File: config.mk
export PLATFORM = sky130hd
export DESIGN_NAME = store_sequencer
export DESIGN_NICKNAME = d
export VERILOG_FILES = /design/src/rtl/definitions_pkg.sv /design/src/rtl/store_lane_align.sv /design/src/rtl/store_sequencer.sv
export SDC_FILE = /design/constraint.sdc
export NUM_CORES = 1
export LEC_CHECK = 0
export ABC_AREA = 1
export ABC_CLOCK_PERIOD_IN_PS = 1600
export CAP_MARGIN = 0
export CORE_MARGIN = 2
export CORE_UTILIZATION = 45
export CTS_CLUSTER_SIZE = 20
export DETAILED_ROUTE_END_ITERATION = 8
export PLACE_DENSITY = 0.74
export SYNTH_ARGS = -nofsm -noshare
export SYNTH_HDL_FRONTEND = slang
export SYNTH_SLANG_ARGS = --single-unit
export TNS_END_PERCENT = 30
File: constraint.sdc
create_clock -name clk_i -period 1.6 [get_ports clk_i]
set_clock_uncertainty 0.05 [all_clocks]
set_input_delay 0.16 -clock clk_i [delete_from_list [all_inputs] [get_ports clk_i]]
set_output_delay 0.16 -clock clk_i [all_outputs]
set_load 0.05 [all_outputs]
File: src/rtl/definitions_pkg.sv
// Shared types and constants for the store sequencer.
// Optional feature macro: STORE_SPLIT_EN (see store_sequencer.sv).
package definitions_pkg;

  localparam int BYTES_PER_WORD = 4;

  typedef enum logic [1:0] {
    SB   = 2'b00,
    SH   = 2'b01,
    SW   = 2'b10,
    RSVD = 2'b11
  } mem_size_e;

  typedef enum logic [1:0] {
    IDLE  = 2'b00,
    BEAT0 = 2'b01,
    BEAT1 = 2'b10,
    RESP  = 2'b11
  } store_state_e;

  typedef enum logic [1:0] {
    NONE       = 2'b00,
    MISALIGNED = 2'b01,
    BAD_SIZE   = 2'b10,
    TIMEOUT    = 2'b11
  } store_fault_e;

  // Natural alignment: halfwords on even addresses, words on word boundaries.
  function automatic logic is_misaligned(input mem_size_e size, input logic [1:0] off);
    logic result;
    result = 1'b0;
    case (size)
      SH:      result = off[0];
      SW:      result = (off != 2'b00);
      default: result = 1'b0;
    endcase
    return result;
  endfunction

endpackage

File: src/rtl/store_lane_align.sv
// Combinational byte-lane steering for one bus beat of a store.
// beat_sel=0 gives the first (low-address) beat, beat_sel=1 the spill beat.
module store_lane_align
  import definitions_pkg::*;
(
  input  logic [31:0] data,
  input  mem_size_e   size,
  input  logic [1:0]  off,
  input  logic        beat_sel,
  output logic [31:0] wdata,
  output logic [3:0]  be,
  output logic        spill
);

  logic [31:0] sized;
  logic [3:0]  base_be;
  logic [2:0]  nbytes;
  logic [2:0]  tail_shift;

  // Truncate the right-justified data to the access size and pick the base enables.
  always_comb begin
    sized   = data;
    base_be = 4'b1111;
    nbytes  = 3'd4;
    case (size)
      SB: begin
        sized   = {24'd0, data[7:0]};
        base_be = 4'b0001;
        nbytes  = 3'd1;
      end
      SH: begin
        sized   = {16'd0, data[15:0]};
        base_be = 4'b0011;
        nbytes  = 3'd2;
      end
      default: begin
        sized   = data;
        base_be = 4'b1111;
        nbytes  = 3'd4;
      end
    endcase
  end

  // The spill beat carries the bytes that did not fit above the offset.
  assign tail_shift = 3'(BYTES_PER_WORD) - {1'b0, off};
  assign spill      = ({1'b0, off} + nbytes) > 3'(BYTES_PER_WORD);

  // Shift enables and data into position for the selected beat.
  always_comb begin
    if (beat_sel) begin
      be    = base_be >> tail_shift;
      wdata = sized >> {tail_shift, 3'b000};
    end else begin
      be    = base_be << off;
      wdata = sized << {off, 3'b000};
    end
  end

endmodule

File: src/rtl/store_sequencer.sv
// Store sequencer: turns one store request at a time into one or two
// word-aligned write beats with byte enables, then reports done or fault.
// Optional feature macro: STORE_SPLIT_EN. When defined, unaligned stores are
// legal and word-crossing stores issue a second beat; when undefined, natural
// alignment is required and the second beat path is not built.
module store_sequencer
  import definitions_pkg::*;
#(
  parameter int ADDR_W         = 32,
  parameter int TIMEOUT_CYCLES = 255
) (
  input  logic              clk_i,
  input  logic              rst_i,
  input  logic              req_valid_i,
  output logic              req_ready_o,
  input  logic [ADDR_W-1:0] req_addr_i,
  input  logic [31:0]       req_data_i,
  input  logic [1:0]        req_size_i,
  output logic              mem_valid_o,
  input  logic              mem_ready_i,
  output logic [ADDR_W-1:0] mem_addr_o,
  output logic [31:0]       mem_wdata_o,
  output logic [3:0]        mem_be_o,
  output logic              done_o,
  output logic              fault_o,
  output logic [1:0]        fault_cause_o,
  output logic              busy_o
);

  localparam int CNT_W = (TIMEOUT_CYCLES > 1) ? $clog2(TIMEOUT_CYCLES) : 1;

  store_state_e state;
  mem_size_e    size_q;
  logic [1:0]   off_q;
  logic [31:0]  data_q;
  logic [CNT_W-1:0] wait_cnt;

  mem_size_e    req_size;
  logic         in_idle;
  logic         misaligned;
  logic         timeout_hit;
  logic         handshake;
  logic [31:0]  align_data;
  mem_size_e    align_size;
  logic [1:0]   align_off;
  logic [31:0]  align_wdata;
  logic [3:0]   align_be;
  logic         align_spill;
  logic [ADDR_W-3:0] next_word;

  assign req_size = mem_size_e'(req_size_i);
  assign in_idle  = (state == IDLE);

  // In IDLE the aligner looks at the incoming request (first beat); once a
  // beat is in flight it looks at the captured request (spill beat).
  assign align_data = in_idle ? req_data_i : data_q;
  assign align_size = in_idle ? req_size : size_q;
  assign align_off  = in_idle ? req_addr_i[1:0] : off_q;

  store_lane_align u_lane_align (
    .data     (align_data),
    .size     (align_size),
    .off      (align_off),
    .beat_sel (!in_idle),
    .wdata    (align_wdata),
    .be       (align_be),
    .spill    (align_spill)
  );

`ifdef STORE_SPLIT_EN
  assign misaligned = 1'b0;
`else
  logic unused_spill;
  assign unused_spill = align_spill;
  assign misaligned   = is_misaligned(req_size, req_addr_i[1:0]);
`endif

  assign handshake   = mem_valid_o && mem_ready_i;
  assign timeout_hit = (TIMEOUT_CYCLES != 0) && (wait_cnt == CNT_W'(TIMEOUT_CYCLES - 1));
  assign next_word   = mem_addr_o[ADDR_W-1:2] + (ADDR_W-2)'(1);

  // Control FSM with all outputs registered; done/fault are single-cycle pulses.
  always_ff @(posedge clk_i) begin
    if (rst_i) begin
      state         <= IDLE;
      req_ready_o   <= 1'b1;
      mem_valid_o   <= 1'b0;
      mem_addr_o    <= '0;
      mem_wdata_o   <= '0;
      mem_be_o      <= '0;
      done_o        <= 1'b0;
      fault_o       <= 1'b0;
      fault_cause_o <= NONE;
      busy_o        <= 1'b0;
      size_q        <= SB;
      off_q         <= '0;
      data_q        <= '0;
      wait_cnt      <= '0;
    end else begin
      done_o        <= 1'b0;
      fault_o       <= 1'b0;
      fault_cause_o <= NONE;
      case (state)
        IDLE: begin
          if (req_valid_i && req_ready_o) begin
            size_q      <= req_size;
            off_q       <= req_addr_i[1:0];
            data_q      <= req_data_i;
            req_ready_o <= 1'b0;
            busy_o      <= 1'b1;
            if (req_size == RSVD) begin
              state         <= RESP;
              fault_o       <= 1'b1;
              fault_cause_o <= BAD_SIZE;
            end else if (misaligned) begin
              state         <= RESP;
              fault_o       <= 1'b1;
              fault_cause_o <= MISALIGNED;
            end else begin
              state       <= BEAT0;
              mem_valid_o <= 1'b1;
              mem_addr_o  <= {req_addr_i[ADDR_W-1:2], 2'b00};
              mem_wdata_o <= align_wdata;
              mem_be_o    <= align_be;
              wait_cnt    <= '0;
            end
          end
        end
        BEAT0: begin
          if (handshake) begin
`ifdef STORE_SPLIT_EN
            if (align_spill) begin
              state       <= BEAT1;
              mem_addr_o  <= {next_word, 2'b00};
              mem_wdata_o <= align_wdata;
              mem_be_o    <= align_be;
              wait_cnt    <= '0;
            end else begin
              state       <= RESP;
              mem_valid_o <= 1'b0;
              done_o      <= 1'b1;
            end
`else
            state       <= RESP;
            mem_valid_o <= 1'b0;
            done_o      <= 1'b1;
`endif
          end else if (timeout_hit) begin
            state         <= RESP;
            mem_valid_o   <= 1'b0;
            fault_o       <= 1'b1;
            fault_cause_o <= TIMEOUT;
          end else begin
            wait_cnt <= wait_cnt + CNT_W'(1);
          end
        end
`ifdef STORE_SPLIT_EN
        BEAT1: begin
          if (handshake) begin
            state       <= RESP;
            mem_valid_o <= 1'b0;
            done_o      <= 1'b1;
          end else if (timeout_hit) begin
            state         <= RESP;
            mem_valid_o   <= 1'b0;
            fault_o       <= 1'b1;
            fault_cause_o <= TIMEOUT;
          end else begin
            wait_cnt <= wait_cnt + CNT_W'(1);
          end
        end
`endif
        RESP: begin
          state       <= IDLE;
          req_ready_o <= 1'b1;
          busy_o      <= 1'b0;
        end
        default: begin
          state       <= IDLE;
          req_ready_o <= 1'b1;
          mem_valid_o <= 1'b0;
          busy_o      <= 1'b0;
        end
      endcase
    end
  end

endmodule
; ---- Word-level counts from Yosys, hierarchy flattened
; Index checks and enable logic that the tools add are counted.
; Widths: inputs -> output; s select.
[op_classes]
addsub = 1
eq_ne = 13
n_mul = 0
bitwise_logic = 4
mux = 41
n_lt_le_gt_ge = 0
n_reduce_logical = 13
n_div = 0
shift = 2
[op_table]
columns = cell, count
row1 = $pmux 32 s2, 1
row2 = $mux 8, 5
row3 = $mux 32, 1
row4 = $shl 32x5->32, 1
row5 = $mux 2, 11
row6 = $pmux 8 s2, 1
row7 = $mux 1, 14
row8 = $add 8x1->8 const B, 1
row9 = $eq 8x8->1 const B, 1
row10 = $ne 2x2->1 const B, 4
row11 = $pmux 1 s2, 4
row12 = $pmux 2 s2, 2
row13 = $pmux 4 s2, 1
row14 = $eq 2x1->1 const B, 3
row15 = $eq 2x2->1 const B, 3
row16 = $reduce_and 2->1, 3
row17 = $reduce_and 6->1, 1
row18 = $reduce_and 5->1, 1
row19 = $logic_not 2->1, 2
row20 = $not 1->1, 4
row21 = $reduce_and 4->1, 1
row22 = $reduce_bool 2->1, 2
row23 = $shl 4x2->4, 1
row24 = $ne 3x3->1 const B, 1
row25 = 4 further kinds, 5
[word_totals]
n_memories = 0
regBits = 119
wordCells = 88
mem_bits_ro = 0
inputBits = 70
latch_bits = 0
ram_bits = 0
output_inout_bits = 75

; ---- Depth between registers and ports, before layout
[depth]
depth_word = 6
ltp_mapped = 11
depth_no_buf = 11

; ---- Hierarchy
; Synthesis repeated with hierarchy kept, for this count alone.
[hier_totals]
hier_cells = 1014
hier_area_um2 = 6427.4
[modules_own_cells]
columns = module, seq_area_each_um2, instances, cells_each, area_per_inst_um2
row1 = store_sequencer, 2382.3, 1, 682, 4959.8
row2 = store_lane_align, 0.0, 1, 332, 1467.7

; ---- Worst setup path before layout
; Ideal clock, no wire load.
[synth_timing]
kind = register to register
from = register req_ready_o
to = register mem_wdata_o[16]
path_buffers = 1
required_ps = 1432
setup_time_ps = 118
arrival_time_ps = 1564
path_stages_with_launch = 9
period_less_slack_ps = 1732
path_slack_ps = -132
path_cell_list = dfxtp_1 nand2_1 nor2_2 nand2_2 inv_2 buf_2 nand2_1 a21oi_1 nor2_1
[synth_via]
elab_chain_len = 2
[synth_rtl]
columns = item, line
row1 = from (decl), store_sequencer.sv:15  ; output logic req_ready_o,
row2 = from (signal assigned), store_sequencer.sv:86  ; req_ready_o <= 1'b1;
row3 = from (signal assigned), store_sequencer.sv:109  ; req_ready_o <= 1'b0;
row4 = from (signal assigned), store_sequencer.sv:175  ; req_ready_o <= 1'b1;
row5 = $logic_and 1x1->1, store_sequencer.sv:105  ; if (req_valid_i && req_ready_o) begin
row6 = $reduce_and 4->1 (no source line), n/a
row7 = to (signal assigned), store_sequencer.sv:123  ; mem_wdata_o <= align_wdata;
row8 = to (decl), store_sequencer.sv:22  ; output logic [31:0] mem_wdata_o,
; Every way passes these cells.
; A chain may end at the register's enable or synchronous reset.

; ---- Worst setup path after layout
[layout_timing]
from = register state[1]
to = register mem_wdata_o[18]
[layout_via]
elab_chain_len = 5
elab_cells_between_ends = 9
classes_between = eq/ne: 1 / shift: 1 / mux: 4 / reduce/logical: 3
[layout_rtl]
columns = item, line
row1 = from (decl), store_sequencer.sv:32  ; store_state_e state;
row2 = from (signal assigned), store_sequencer.sv:85  ; state <= IDLE;
row3 = from (signal assigned), store_sequencer.sv:112  ; state <= RESP;
row4 = from (signal assigned), store_sequencer.sv:116  ; state <= RESP;
row5 = $logic_not 2->1 *, "store_sequencer.sv:52, store_sequencer.sv:103"
row6 = $mux 2, store_sequencer.sv:57  ; assign align_size = in_idle ? req_size : size_q;
row7 = $eq 2x1->1 / $logic_not 2->1 (equally long branches), n/a
row8 = $pmux 32 s2, store_lane_align.sv:25  ; case (size)
row9 = $shl 32x5->32, store_lane_align.sv:55  ; wdata = sized << {off, 3'b000};
; Mark *: on every way between the ends. The rest lies on a longest branch, timed or not.

==> flow_metrics.env <==
export IMPL_run_status="finished with violations"
export IMPL_failed_checks="setup timing"
export IMPL_root_buffer="sky130_fd_sc_hd__clkbuf_16"
export IMPL_finalNetCount=1088
export IMPL_htree_levels=4
export IMPL_worst_path_max_fanout=13
export IMPL_seq_power_share_pct=23.0
export IMPL_initial_core_utilization_pct=46.1
export IMPL_route_detailed_vias_per_inst=5.14
export IMPL_synthesis_yosys_warnings=0
export IMPL_fin_cells=1194
export IMPL_boundaryPins=145
export IMPL_synth_avg_cell_area_um2=6.82
export IMPL_clock_sinks=119
export IMPL_postPlaceCellArea_um2=7370
export IMPL_grt_first_pass_wirelength_um=25700
export IMPL_dominant_cell_type_by_area_after_synthesis="sky130_fd_sc_hd__dfxtp_1"
export IMPL_vias_in_the_first_global_route=5288
export IMPL_antenna_found_initial=0
export IMPL_critPathCaptureType="flop"
export IMPL_synth_main_ff_cell="sky130_fd_sc_hd__dfxtp_1"
export IMPL_core_rows=40
export IMPL_place_hpwl_um=10900
export IMPL_worstSetupStartpointType="flop"
export IMPL_synth_area_um2=5560
export IMPL_power_per_cell_area_nw_per_um2=2110
export IMPL_kind_of_critical_path="flop to flop"
export IMPL_seq_area_um2=2390
export IMPL_diodes=0
export IMPL_placed_cells=1141
export IMPL_tritoncts_clock_tree="yes"
export IMPL_ir_worst_vdd_mv=1.05
export IMPL_p_clk_share_pct=22.5
export IMPL_final_setup_worst_slack_ps=-133
export IMPL_drtPass1Iterations=5
export IMPL_timing_max_transition_violations_final=0
export IMPL_final_cell_area_um2=8620
export IMPL_layout_drive_gt1_share_pct=25.9
export IMPL_die_height_um=115
export IMPL_numCtsBuffers=17
export IMPL_yosys_area_top_type_share_pct=42.8
export IMPL_min_delay_path_class="primary input to flop"
export IMPL_remaining_drc_errors=0
export IMPL_mostFrequentLayoutCells="sky130_fd_sc_hd__nand2_1, sky130_fd_sc_hd__nor2_1, sky130_fd_sc_hd__buf_4"
export IMPL_net_switching_power_mw=7.94
export IMPL_min_hold_slack_ps=243
export IMPL_drt_iter0_drc=500
export IMPL_fp_dieArea_um2=13300
export IMPL_min_period_over_period_pct=108
export IMPL_drt_wirelength_per_cell_um=14.6
export IMPL_routed_wl_um=17400
export IMPL_core_footprint_um2=12100
export IMPL_worstSkewPairLatency_ps=430
export IMPL_dieWidth_um=115
export IMPL_gp_congestion=0.862
export IMPL_maxcap_viol_count=0
export IMPL_setup_repair_after_global_routing_missed_its_margin="true"
export IMPL_synth_top_cells_by_area="sky130_fd_sc_hd__dfxtp_1, sky130_fd_sc_hd__nand2_1, sky130_fd_sc_hd__nor2_1"
export IMPL_layout_commonest_cell="sky130_fd_sc_hd__nand2_1"
export IMPL_final_hold_viol_count=0
export IMPL_setup_viol=22
export IMPL_multi_input_gate_area_um2=3090
export IMPL_clock_tree_buffer_depth=2
export IMPL_fillCellCount=946
export IMPL_route_vias_total=6142
export IMPL_layout_area_overhead_vs_synth_pct=54.9
export IMPL_cell_internal_pwr_mw=10.2
export IMPL_globalRouteOverflowTotal=0
export IMPL_synthDistinctLibCells=33
export IMPL_worst_ep_required_time_ps=1910
export IMPL_worst_setup_hold_path_clk_slew_ps=50
export IMPL_maximum_number_of_pins_on_one_net_before_global_route_repair=62
export IMPL_yosys_register_bits=119
export IMPL_synth_seq_area_share_pct=42.8
export IMPL_synth_edff_count=0
export IMPL_fin_crit_ps=1730
export IMPL_antenna_left=0
export IMPL_portBuffers=142
export IMPL_power_switching_fraction_pct=43.8
export IMPL_global_route_usage_total_pct=24.6
export IMPL_syn_inst_count=816
export IMPL_leakage_nw=3.79
export IMPL_asyncSetResetFlopFracSynth_pct=0
export IMPL_pwr_share_comb_pct=54.5
export IMPL_critical_path_arrival_ps=2040
export IMPL_fmax_ghz=0.577
-- worst paths after layout --
check,start,to,slack [ps],cells after the start
max,state[1],mem_wdata_o[18],-130,9
min,req_size_i[1],size_q[1],240,4
max reg2reg,state[1],mem_wdata_o[18],-130,9
min reg2reg,data_q[24],data_q[24],410,2
-- cell usage after synthesis (all sizes together), types with 2 or more instances --
cell type and count:
nor2 134, xor2 3, inv 36, clkbuf 24, ha 5, dfxtp 119, nand2 231, a211oi 6
buf 29, xnor2 2, nand3 71, a21oi 63, o21ai 87
-- routing by layer --
| layer | global-route usage [%] | wire, um | vias up |
|---|---|---|---|
| met5 | 0 | 0 | - |
| met4 | 8.11 | 497 | 0 |
| met3 | 6.01 | 1230 | 59 |
| met2 | 41.6 | 8250 | 275 |
| met1 | 30.7 | 7420 | 2759 |
| li1 | - | - | 3049 |
-- area by class of cell --
cell class | count | area share (%)
Multi-Input combinational cell | 614 | 35.8
Sequential cell | 119 | 27.8
Timing Repair Buffer | 225 | 24.9
Clock buffer | 23 | 5.66
Tap cell | 168 | 2.44
Clock inverter | 9 | 1.68
Inverter | 36 | 1.66
-- critical path, cell delays in order (launching register included) --
cell and delay (ps):
sky130_fd_sc_hd__dfxtp_4 360, sky130_fd_sc_hd__nor2_4 150, sky130_fd_sc_hd__buf_12 140, sky130_fd_sc_hd__buf_12 140
sky130_fd_sc_hd__nand2_4 100, sky130_fd_sc_hd__o21ai_4 210, sky130_fd_sc_hd__nand3_1 220, sky130_fd_sc_hd__nand2_1 140
sky130_fd_sc_hd__a21oi_2 70, sky130_fd_sc_hd__nor2_1 70
-- sequential cells by signal, indices dropped and copies added, names as in the netlist --
signal         flops
done_o             1
req_ready_o        1
data_q            32
mem_wdata_o       32
wait_cnt           8
mem_addr_o        30
state              2
mem_be_o           4
fault_cause_o      2
busy_o             1
fault_o            1
off_q              2
size_q             2
mem_valid_o        1
-- power by group through the flow --
stage | Sequential, mW | Combinational [mW] | Clock (mW)
global route | 4.26 | 10.5 | 4.25
global placement | 4.15 | 8.00 | 0
finish | 4.18 | 9.89 | 4.07
floorplan | 5.63 | 3.90 | 0
CTS | 4.15 | 8.41 | 4.13
detailed placement | 4.17 | 8.08 | 0
-- timing repair --
item                       in CTS  in global routing
pin swaps                       4                 12
setup endpoints to repair     106                 98
hold buffers                    0                  0
setup buffers                   4                  8
resized for setup              19                 98
gates cloned                    3                  6
-- stage by stage --
step | power (mW) | setup WS (ps) | TNS, ps | utilization, %
detailed placement | 12.2 | -501 | -34500 | 61.1
global route | 19.0 | -130 | -2950 | 71.4
global placement | 12.1 | -470 | -32150 | 61.1
CTS | 16.7 | -29.8 | -151 | 67.5
finish | 18.1 | -133 | -818 | 71.4
floorplan | 9.53 | 63.3 | 0 | -
-- cells by family (layout without fill, tap and decap cells) --
group | count (synthesis) | after routing | synth area share [%]
flops | 119 | 119 | 42.8
fa+ha+maj | 5 | 5 | 1.12
buf+inv | 89 | 293 | 7.83
other cells | 1 | 2 | 0.0674
xor+xnor | 5 | 5 | 0.788
simple gates | 439 | 442 | 32.0
compound gates | 158 | 160 | 15.4
Power figures use the tool's default switching activity.
